$ cat src/rtl/uart_calc_pkg.sv
// Shared types and constants for the UART ASCII calculator.
// Holds FSM/operator/transmit-phase enums, ASCII codes and size defaults.
package uart_calc_pkg;

  localparam int DEF_MAX_DIG = 4;
  localparam int DEF_RES_W   = 27;

  typedef enum logic [2:0] {
    OPA,
    OPB,
    FLUSH,
    CALC,
    CONV,
    SEND
  } state_e;

  typedef enum logic [1:0] {
    OP_ADD,
    OP_SUB,
    OP_MUL
  } op_e;

  typedef enum logic [2:0] {
    PH_SIGN,
    PH_DIG,
    PH_E,
    PH_CR,
    PH_LF,
    PH_END
  } send_ph_e;

  localparam logic [7:0] CH_0     = 8'h30;
  localparam logic [7:0] CH_9     = 8'h39;
  localparam logic [7:0] CH_PLUS  = 8'h2B;
  localparam logic [7:0] CH_MINUS = 8'h2D;
  localparam logic [7:0] CH_STAR  = 8'h2A;
  localparam logic [7:0] CH_EQ    = 8'h3D;
  localparam logic [7:0] CH_CR    = 8'h0D;
  localparam logic [7:0] CH_LF    = 8'h0A;
  localparam logic [7:0] CH_SP    = 8'h20;
  localparam logic [7:0] CH_E     = 8'h45;

  function automatic logic is_digit(input logic [7:0] b);
    return (b >= CH_0) && (b <= CH_9);
  endfunction

  function automatic logic is_op(input logic [7:0] b);
    return (b == CH_PLUS) || (b == CH_MINUS) || (b == CH_STAR);
  endfunction

  function automatic logic is_term(input logic [7:0] b);
    return (b == CH_EQ) || (b == CH_CR);
  endfunction

  function automatic op_e op_of(input logic [7:0] b);
    case (b)
      CH_PLUS:  return OP_ADD;
      CH_MINUS: return OP_SUB;
      default:  return OP_MUL;
    endcase
  endfunction

  // Index of the most significant non-zero BCD digit; 0 for an all-zero value.
  function automatic logic [2:0] lead_idx(input logic [31:0] d);
    logic [2:0] r;
    r = 3'd0;
    for (int i = 0; i < 8; i++) begin
      if (d[4*i +: 4] != 4'd0) r = 3'(i);
    end
    return r;
  endfunction

endpackage

$ cat src/rtl/uart_calc_core_bin2bcd.sv
// Iterative double-dabble: RES_W shifts, the first one taken on the start edge,
// so done pulses exactly RES_W cycles after start.
module bin2bcd
  import uart_calc_pkg::*;
#(
  parameter int RES_W = DEF_RES_W
) (
  input  logic             clk,
  input  logic             rst,
  input  logic             start,
  input  logic [RES_W-1:0] bin,
  output logic [31:0]      bcd,
  output logic             done
);

  localparam int CW = $clog2(RES_W + 1);

  logic [RES_W-1:0] sh;
  logic [CW-1:0]    cnt;
  logic             active;
  logic [31:0]      bcd_nxt;

  always_comb begin
    bcd_nxt    = '0;
    bcd_nxt[0] = sh[RES_W-1];
    for (int i = 0; i < 7; i++) begin
      bcd_nxt[4*i+1 +: 4] = (bcd[4*i +: 4] >= 4'd5) ? bcd[4*i +: 4] + 4'd3 : bcd[4*i +: 4];
    end
    // Top digit's carry-out is dropped: results never exceed eight digits.
    bcd_nxt[31:29] = (bcd[31:28] >= 4'd5) ? 3'(bcd[30:28] + 3'd3) : bcd[30:28];
  end

  always_ff @(posedge clk) begin
    if (rst) begin
      bcd    <= '0;
      sh     <= '0;
      cnt    <= '0;
      active <= 1'b0;
      done   <= 1'b0;
    end else begin
      done <= 1'b0;
      if (start) begin
        bcd    <= {31'd0, bin[RES_W-1]};
        sh     <= bin << 1;
        cnt    <= CW'(RES_W - 1);
        active <= 1'b1;
      end else if (active) begin
        bcd <= bcd_nxt;
        sh  <= sh << 1;
        cnt <= cnt - CW'(1);
        if (cnt == CW'(1)) begin
          done   <= 1'b1;
          active <= 1'b0;
        end
      end
    end
  end

endmodule

$ cat src/rtl/uart_calc_core.sv
// ASCII calculator between UART rx and tx: parses "<A><op><B>=" and streams
// the signed decimal result (or "E") followed by CR LF.
//
//   state | meaning
//   OPA   | accumulating operand A, waiting for operator
//   OPB   | accumulating operand B, waiting for '=' or CR
//   FLUSH | syntax error seen, discarding bytes until '=' or CR
//   CALC  | one-cycle arithmetic into the magnitude register
//   CONV  | waiting for binary-to-BCD conversion
//   SEND  | streaming sign, digits / "E", CR, LF to the transmitter
module uart_calc_core
  import uart_calc_pkg::*;
#(
  parameter int MAX_DIG = DEF_MAX_DIG,
  parameter int RES_W   = DEF_RES_W
) (
  input  logic       clk,
  input  logic       rst,
  input  logic [7:0] rx_data,
  input  logic       rx_valid,
  input  logic       tx_ready,
  output logic [7:0] tx_data,
  output logic       uout_valid,
  output logic       busy
);

  localparam int OPW = $clog2(10 ** MAX_DIG);
  localparam int CNW = $clog2(MAX_DIG + 1);

  state_e           state;
  op_e              op_r;
  logic [OPW-1:0]   a_r, b_r;
  logic [CNW-1:0]   a_cnt, b_cnt;
  logic             neg_r, err_r, sent_r;
  logic [RES_W-1:0] mag_r;
  logic             bcd_start, bcd_done;
  logic [31:0]      bcd;
  send_ph_e         phase_r;
  logic [2:0]       idx_r;
  logic [31:0]      dig_r;

  logic             launch, fire;
  send_ph_e         cur_ph, nxt_ph;
  logic [2:0]       cur_idx, nxt_idx;
  logic [31:0]      cur_dig;
  logic [7:0]       tx_byte;

  bin2bcd #(.RES_W(RES_W)) u_bin2bcd (
    .clk   (clk),
    .rst   (rst),
    .start (bcd_start),
    .bin   (mag_r),
    .bcd   (bcd),
    .done  (bcd_done)
  );

  // Emission path is shared by the entry cycles (FLUSH terminator, CONV done)
  // and SEND, so the first byte can go out without an extra cycle.
  always_comb begin
    case (state)
      FLUSH:   launch = rx_valid && is_term(rx_data);
      CONV:    launch = bcd_done;
      SEND:    launch = 1'b1;
      default: launch = 1'b0;
    endcase

    if (state == SEND) begin
      cur_ph  = phase_r;
      cur_idx = idx_r;
      cur_dig = dig_r;
    end else begin
      cur_ph  = err_r ? PH_E : (neg_r ? PH_SIGN : PH_DIG);
      cur_idx = lead_idx(bcd);
      cur_dig = bcd;
    end

    fire    = launch && tx_ready && !sent_r && (cur_ph != PH_END);
    nxt_ph  = cur_ph;
    nxt_idx = cur_idx;
    tx_byte = CH_LF;
    case (cur_ph)
      PH_SIGN: begin
        tx_byte = CH_MINUS;
        nxt_ph  = PH_DIG;
      end
      PH_DIG: begin
        tx_byte = CH_0 | {4'h0, cur_dig[{cur_idx, 2'b00} +: 4]};
        if (cur_idx == 3'd0) nxt_ph = PH_CR;
        else                 nxt_idx = cur_idx - 3'd1;
      end
      PH_E: begin
        tx_byte = CH_E;
        nxt_ph  = PH_CR;
      end
      PH_CR: begin
        tx_byte = CH_CR;
        nxt_ph  = PH_LF;
      end
      PH_LF: begin
        tx_byte = CH_LF;
        nxt_ph  = PH_END;
      end
      default: ;
    endcase
    if (!fire) begin
      nxt_ph  = cur_ph;
      nxt_idx = cur_idx;
    end
  end

  always_ff @(posedge clk) begin
    if (rst) begin
      state      <= OPA;
      op_r       <= OP_ADD;
      a_r        <= '0;
      b_r        <= '0;
      a_cnt      <= '0;
      b_cnt      <= '0;
      neg_r      <= 1'b0;
      err_r      <= 1'b0;
      sent_r     <= 1'b0;
      mag_r      <= '0;
      bcd_start  <= 1'b0;
      phase_r    <= PH_SIGN;
      idx_r      <= '0;
      dig_r      <= '0;
      tx_data    <= 8'h00;
      uout_valid <= 1'b0;
      busy       <= 1'b0;
    end else begin
      uout_valid <= fire;
      bcd_start  <= 1'b0;
      // sent holds off a second strobe until the transmitter has gone busy
      if (fire) begin
        tx_data <= tx_byte;
        sent_r  <= 1'b1;
      end else if (!tx_ready) begin
        sent_r <= 1'b0;
      end

      case (state)
        OPA: if (rx_valid) begin
          if (is_digit(rx_data)) begin
            if (a_cnt == CNW'(MAX_DIG)) begin
              state <= FLUSH;
              err_r <= 1'b1;
            end else begin
              a_r   <= a_r * OPW'(10) + OPW'(rx_data[3:0]);
              a_cnt <= a_cnt + CNW'(1);
            end
          end else if (is_op(rx_data) && (a_cnt != '0)) begin
            op_r  <= op_of(rx_data);
            state <= OPB;
          end else if (rx_data != CH_SP) begin
            state <= FLUSH;
            err_r <= 1'b1;
          end
        end

        OPB: if (rx_valid) begin
          if (is_digit(rx_data)) begin
            if (b_cnt == CNW'(MAX_DIG)) begin
              state <= FLUSH;
              err_r <= 1'b1;
            end else begin
              b_r   <= b_r * OPW'(10) + OPW'(rx_data[3:0]);
              b_cnt <= b_cnt + CNW'(1);
            end
          end else if (is_term(rx_data) && (b_cnt != '0)) begin
            state <= CALC;
            busy  <= 1'b1;
          end else if (rx_data != CH_SP) begin
            state <= FLUSH;
            err_r <= 1'b1;
          end
        end

        FLUSH: if (launch) begin
          state   <= SEND;
          busy    <= 1'b1;
          phase_r <= nxt_ph;
          idx_r   <= nxt_idx;
          dig_r   <= cur_dig;
        end

        CALC: begin
          case (op_r)
            OP_ADD:  mag_r <= RES_W'(a_r) + RES_W'(b_r);
            OP_SUB:  mag_r <= (a_r >= b_r) ? RES_W'(a_r - b_r) : RES_W'(b_r - a_r);
            default: mag_r <= RES_W'(a_r) * RES_W'(b_r);
          endcase
          neg_r     <= (op_r == OP_SUB) && (a_r < b_r);
          bcd_start <= 1'b1;
          state     <= CONV;
        end

        CONV: if (launch) begin
          state   <= SEND;
          phase_r <= nxt_ph;
          idx_r   <= nxt_idx;
          dig_r   <= cur_dig;
        end

        SEND: begin
          if (phase_r == PH_END) begin
            state <= OPA;
            busy  <= 1'b0;
            a_r   <= '0;
            b_r   <= '0;
            a_cnt <= '0;
            b_cnt <= '0;
            op_r  <= OP_ADD;
            neg_r <= 1'b0;
            err_r <= 1'b0;
          end else begin
            phase_r <= nxt_ph;
            idx_r   <= nxt_idx;
          end
        end

        default: state <= OPA;
      endcase
    end
  end

endmodule

$ cat config.mk
export PLATFORM = sky130hd
export DESIGN_NAME = uart_calc_core
export DESIGN_NICKNAME = d
export VERILOG_FILES = /design/src/rtl/uart_calc_pkg.sv /design/src/rtl/uart_calc_core_bin2bcd.sv /design/src/rtl/uart_calc_core.sv
export SDC_FILE = /design/constraint.sdc
export NUM_CORES = 1
export LEC_CHECK = 0
export ABC_AREA = 1
export CORE_MARGIN = 3
export CORE_UTILIZATION = 40
export CTS_CLUSTER_DIAMETER = 150
export CTS_CLUSTER_SIZE = 8
export DETAILED_ROUTE_END_ITERATION = 10
export GPL_TIMING_DRIVEN = 0
export PLACE_DENSITY = 0.67
export SLEW_MARGIN = 40
export SYNTH_ARGS = -nofsm -noshare
export SYNTH_HDL_FRONTEND = slang
export SYNTH_SLANG_ARGS = --single-unit
$ cat constraint.sdc
create_clock -name clk -period 5.9 [get_ports clk]
set_clock_uncertainty 0.15 [all_clocks]
set_input_delay 1.18 -clock clk [delete_from_list [all_inputs] [get_ports clk]]
set_output_delay 1.18 -clock clk [all_outputs]
set_load 0.02 [all_outputs]
==> summary.txt <==
Status
  – Status: finished clean

Synthesis
  – Post-synthesis register bit count: 182
  – Yosys Warn Count: 0
  – Largest cells by area after synthesis: sky130_fd_sc_hd__dfxtp_1, sky130_fd_sc_hd__fa_1, sky130_fd_sc_hd__ha_1
  – Cell with the most instances after synthesis: sky130_fd_sc_hd__nand2_1
  – Fraction of the mapped netlist area in compound gates: 0.158
  – Share of synthesized registers carrying an async set or reset: 0
  – Top cell type by total area after synthesis: sky130_fd_sc_hd__dfxtp_1
  – Sequential area share after synthesis: 0.188
  – Ys flop type: sky130_fd_sc_hd__dfxtp_1
  – Proportion of netlist area held by the largest area contributor: 0.188
  – Number of enable-type register cells in the synthesized netlist: 0
  – Mapped cell area: 19300 um2
  – Net count of the mapped netlist: 3138
  – Simple-gate area share of the yosys netlist: 0.220
  – Synth Area in Adders: 0.283
  – Top post-synthesis cells by count: sky130_fd_sc_hd__nand2_1, sky130_fd_sc_hd__inv_1, sky130_fd_sc_hd__a21oi_1
  – Main combinational cell family by area after synthesis: adder cells
  – Post-synthesis cell count: 2777
  – Proportion of synthesized area in mux cells: 0
  – Share of the synthesized netlist area taken by xor and xnor gates: 0.0276
  – Syn Area/Cell: 6.97 um2
  – Number of library cell types mapped by synthesis: 56

Floorplanning
  – Floorplan die width: 226 um
  – Vertical extent of the die: 226 um
  – I/O pin count: 22
  – Floorplan die area: 51000 um2
  – Floorplan row count: 79
  – Initial Utilization: 0.410
  – CORE AREA: 47100 um2

Power and ir drop
  – Final Total Pwr: 5460 uW
  – Worst VDD drop: 0.280 mV
  – Leakage component of the power: 0.0113 uW
  – Cell Pwr Density: 248 nW/um2

Worst setup path
  – Capture point of the worst reg-to-reg path: mag_r[26]
  – Class of the most critical setup path: reg -> reg
  – Launch point of the worst reg-to-reg path: a_r[6]
  – Data required time of the worst path: 6.11 ns
  – Logic depth of the worst register-to-register path: 21
  – Data arrival time at the worst-slack endpoint: 5.97 ns
  – Startpoint type of the worst setup path: register
  – Capturing instance or port of the critical path: mag_r[26]
  – CP startpoint: a_r[6]
  – FF-to-FF setup slack: 0.14 ns
  – Crit end category: register
  – Maximum fanout along the worst path: 6

Job
  – Max-cap viol count: 0

GRT
  – Vias in the first global route: 18.1k
  – Grt ovf: 0
  – Wire length of the first global-routing pass: 98600 um
  – Initial antenna violation count: 0
  – Aggregate global-route resource usage: 0.248
  – Largest net degree at the start of global routing: 20

Placed design
  – Number of port buffers: 19
  – Placed instance count: 3403
  – HPWL reported at the end of detailed placement: 48600 um
  – Routability Congestion: 0.952

Timing
  – Time the worst path needs with I/O delays and setup: 5.76 ns
  – Slew Limit Headroom: 0.424
  – Highest Clock Rate: 174 MHz
  – Worst-margin pin slew: 0.864 ns
  – Final critical-path share of the clock period: 0.976
  – Number of endpoints with negative hold slack in the final report: 0
  – Number of max-slew violations in the final report: 0
  – Setup Viol. Count Final: 0

Layout
  – Flip-flop and latch area: 3730 um2
  – Share of final-layout standard cells stronger than drive strength 1: 0.0948
  – Final-stage net count: 3217
  – Number of fillers in the final layout: 4684
  – Area growth, synth to finish: 13.6%
  – Number of standard cells in the final layout excluding fillers: 3476
  – Area occupied by multi-input gates: 13800 um2
  – Antenna diode count: 0

Drt
  – Number of nets with antenna violations after routing: 0
  – Via count normalized by instance count: 5.43
  – Number of design-rule violations left by the first detailed-router iteration: 1600
  – Drt drc: 0
  – Routed length per placed instance: 18.3 um
  – Post-Route WL: 63500 um
  – 1st-pass router iterations: 5
  – Via count of the routed design: 18.9k

Clocking
  – Clock transition at the registers of the reported paths: 0.08 ns
  – Clk_lat worst skew: 0.47 ns
  – Clock buffer count from CTS: 17
  – Number of clock sinks seen by CTS: 182
  – Root cell of the clock tree: sky130_fd_sc_hd__clkbuf_16
  – Maximum buffer depth of the clock tree: 2
  – H-tree depth: 4
  – TritonCTS clock tree: built

Hold path
  – Hold/Removal Path Class: reg -> reg
==> worst max-delay path: stages (launching register included) <==
cell and delay, ns:
sky130_fd_sc_hd__dfxtp_4 0.40, sky130_fd_sc_hd__clkbuf_4 0.21, sky130_fd_sc_hd__nand2_1 0.08, sky130_fd_sc_hd__inv_1 0.05, sky130_fd_sc_hd__fa_1 0.53, sky130_fd_sc_hd__inv_1 0.06, sky130_fd_sc_hd__fa_1 0.50, sky130_fd_sc_hd__fa_1 0.55
sky130_fd_sc_hd__inv_1 0.05, sky130_fd_sc_hd__fa_1 0.55, sky130_fd_sc_hd__fa_1 0.50, sky130_fd_sc_hd__ha_1 0.35, sky130_fd_sc_hd__ha_4 0.30, sky130_fd_sc_hd__a21oi_1 0.25, sky130_fd_sc_hd__o21ai_0 0.14, sky130_fd_sc_hd__a21oi_1 0.14
sky130_fd_sc_hd__nand3_1 0.15, sky130_fd_sc_hd__nand2_1 0.11, sky130_fd_sc_hd__nand3_2 0.12, sky130_fd_sc_hd__or2_4 0.29, sky130_fd_sc_hd__nand2_4 0.08, sky130_fd_sc_hd__a21oi_1 0.06
==> stage by stage <==
stage	setup WS [ns]	hold slack, ns	utilization	cell area (um2)	TNS, ns
final	0.142	0.305	0.466	22000	0
after global routing	-0.0246	0.328	0.466	22000	-0.104
after CTS	-0.00180	0.304	0.454	21400	-0.00180
after detailed placement	-1.21	0.292	0.430	20300	-13.20
after global placement	-1.16	0.287	0.430	20300	-12.49
after floorplan	0.0367	0.275	-	19300	0
==> layout make-up <==
class,count,share of cell area
sequential,182,0.170
inverter,515,0.0881
clock inverter,15,0.00717
tap,607,0.0346
multi-input combinational,1975,0.626
buffer,104,0.0319
clock buffer,17,0.0194
timing repair buffer,61,0.0235
==> worst min-delay path by stage <==
stage	from	endpoint	slack [ns]	cells past startpoint
global placement	dig_r[26]	dig_r[26]	0.29	2
CTS	dig_r[6]	dig_r[6]	0.30	2
global route	dig_r[30]	dig_r[30]	0.33	2
finish	dig_r[18]	dig_r[18]	0.31	2
floorplan	dig_r[18]	dig_r[18]	0.27	2
detailed placement	dig_r[6]	dig_r[6]	0.29	2
==> routing by layer <==
| layer | vias to the layer above | share of wire | global-route usage | routed length, um |
|---|---|---|---|---|
| met5 | - | 0 | 0 | 0 |
| met2 | 704 | 0.44 | 0.392 | 28000 |
| li1 | 9025 | - | - | - |
| met1 | 9024 | 0.45 | 0.345 | 28700 |
| met3 | 130 | 0.078 | 0.0408 | 4970 |
| met4 | 0 | 0.030 | 0.0841 | 1920 |
==> registers in the layout (all words and copies together) (netlist names), 2 cells and up <==
name	flops
a_cnt	3
a_r	14
b_cnt	3
b_r	14
dig_r	32
idx_r	3
mag_r	27
op_r	2
phase_r	3
state	3
tx_data	7
u_bin2bcd.bcd	32
u_bin2bcd.cnt	5
u_bin2bcd.sh	26
==> where the power goes <==
part / switching (uW) / leakage, uW / internal [uW]
clock: 594 / 0.000283 / 569
combinational: 1880 / 0.00948 / 918
sequential: 159 / 0.00149 / 1340
==> kinds of logic (layout without fill, tap and decap cells) <==
logic type | Yosys count | count (layout)
AND/OR/NAND/NOR | 1023 | 1023
buffers and inverters | 620 | 712
AO/OA/AOI/OAI | 541 | 541
adder cells (fa/ha/maj) | 349 | 349
flip-flops | 182 | 182
XOR/XNOR | 61 | 61
other | 1 | 1
==> what timing repair did <==
action                                  4_1_cts  5_1_grt
hold buffers                                  0        0
endpoints found under the setup margin       20       18
gates resized for setup                     145      115
setup buffers                                14       28
pin swaps                                     4       32
==> cell usage in the layout (no fill, tap or decap), types with 16 or more instances in the layout <==
cell,synthesis,routed
sky130_fd_sc_hd__o221ai_1,26,26
sky130_fd_sc_hd__fa_1,147,147
sky130_fd_sc_hd__nor2_1,198,191
sky130_fd_sc_hd__inv_1,507,497
sky130_fd_sc_hd__or2_2,17,16
sky130_fd_sc_hd__clkbuf_1,78,47
sky130_fd_sc_hd__o211ai_1,16,16
sky130_fd_sc_hd__nor3_1,39,37
sky130_fd_sc_hd__buf_2,18,19
sky130_fd_sc_hd__xnor2_1,19,17
sky130_fd_sc_hd__nand4_1,21,21
sky130_fd_sc_hd__ha_1,202,186
sky130_fd_sc_hd__nand3_1,123,120
sky130_fd_sc_hd__buf_4,4,47
sky130_fd_sc_hd__clkbuf_16,0,18
sky130_fd_sc_hd__dfxtp_4,0,23
sky130_fd_sc_hd__nand2_1,598,584
sky130_fd_sc_hd__dfxtp_1,182,156
sky130_fd_sc_hd__clkdlybuf4s50_1,0,19
sky130_fd_sc_hd__a21oi_1,221,207
sky130_fd_sc_hd__xor2_1,42,42
sky130_fd_sc_hd__o21ai_0,196,178
Power figures use the tool's default switching activity.
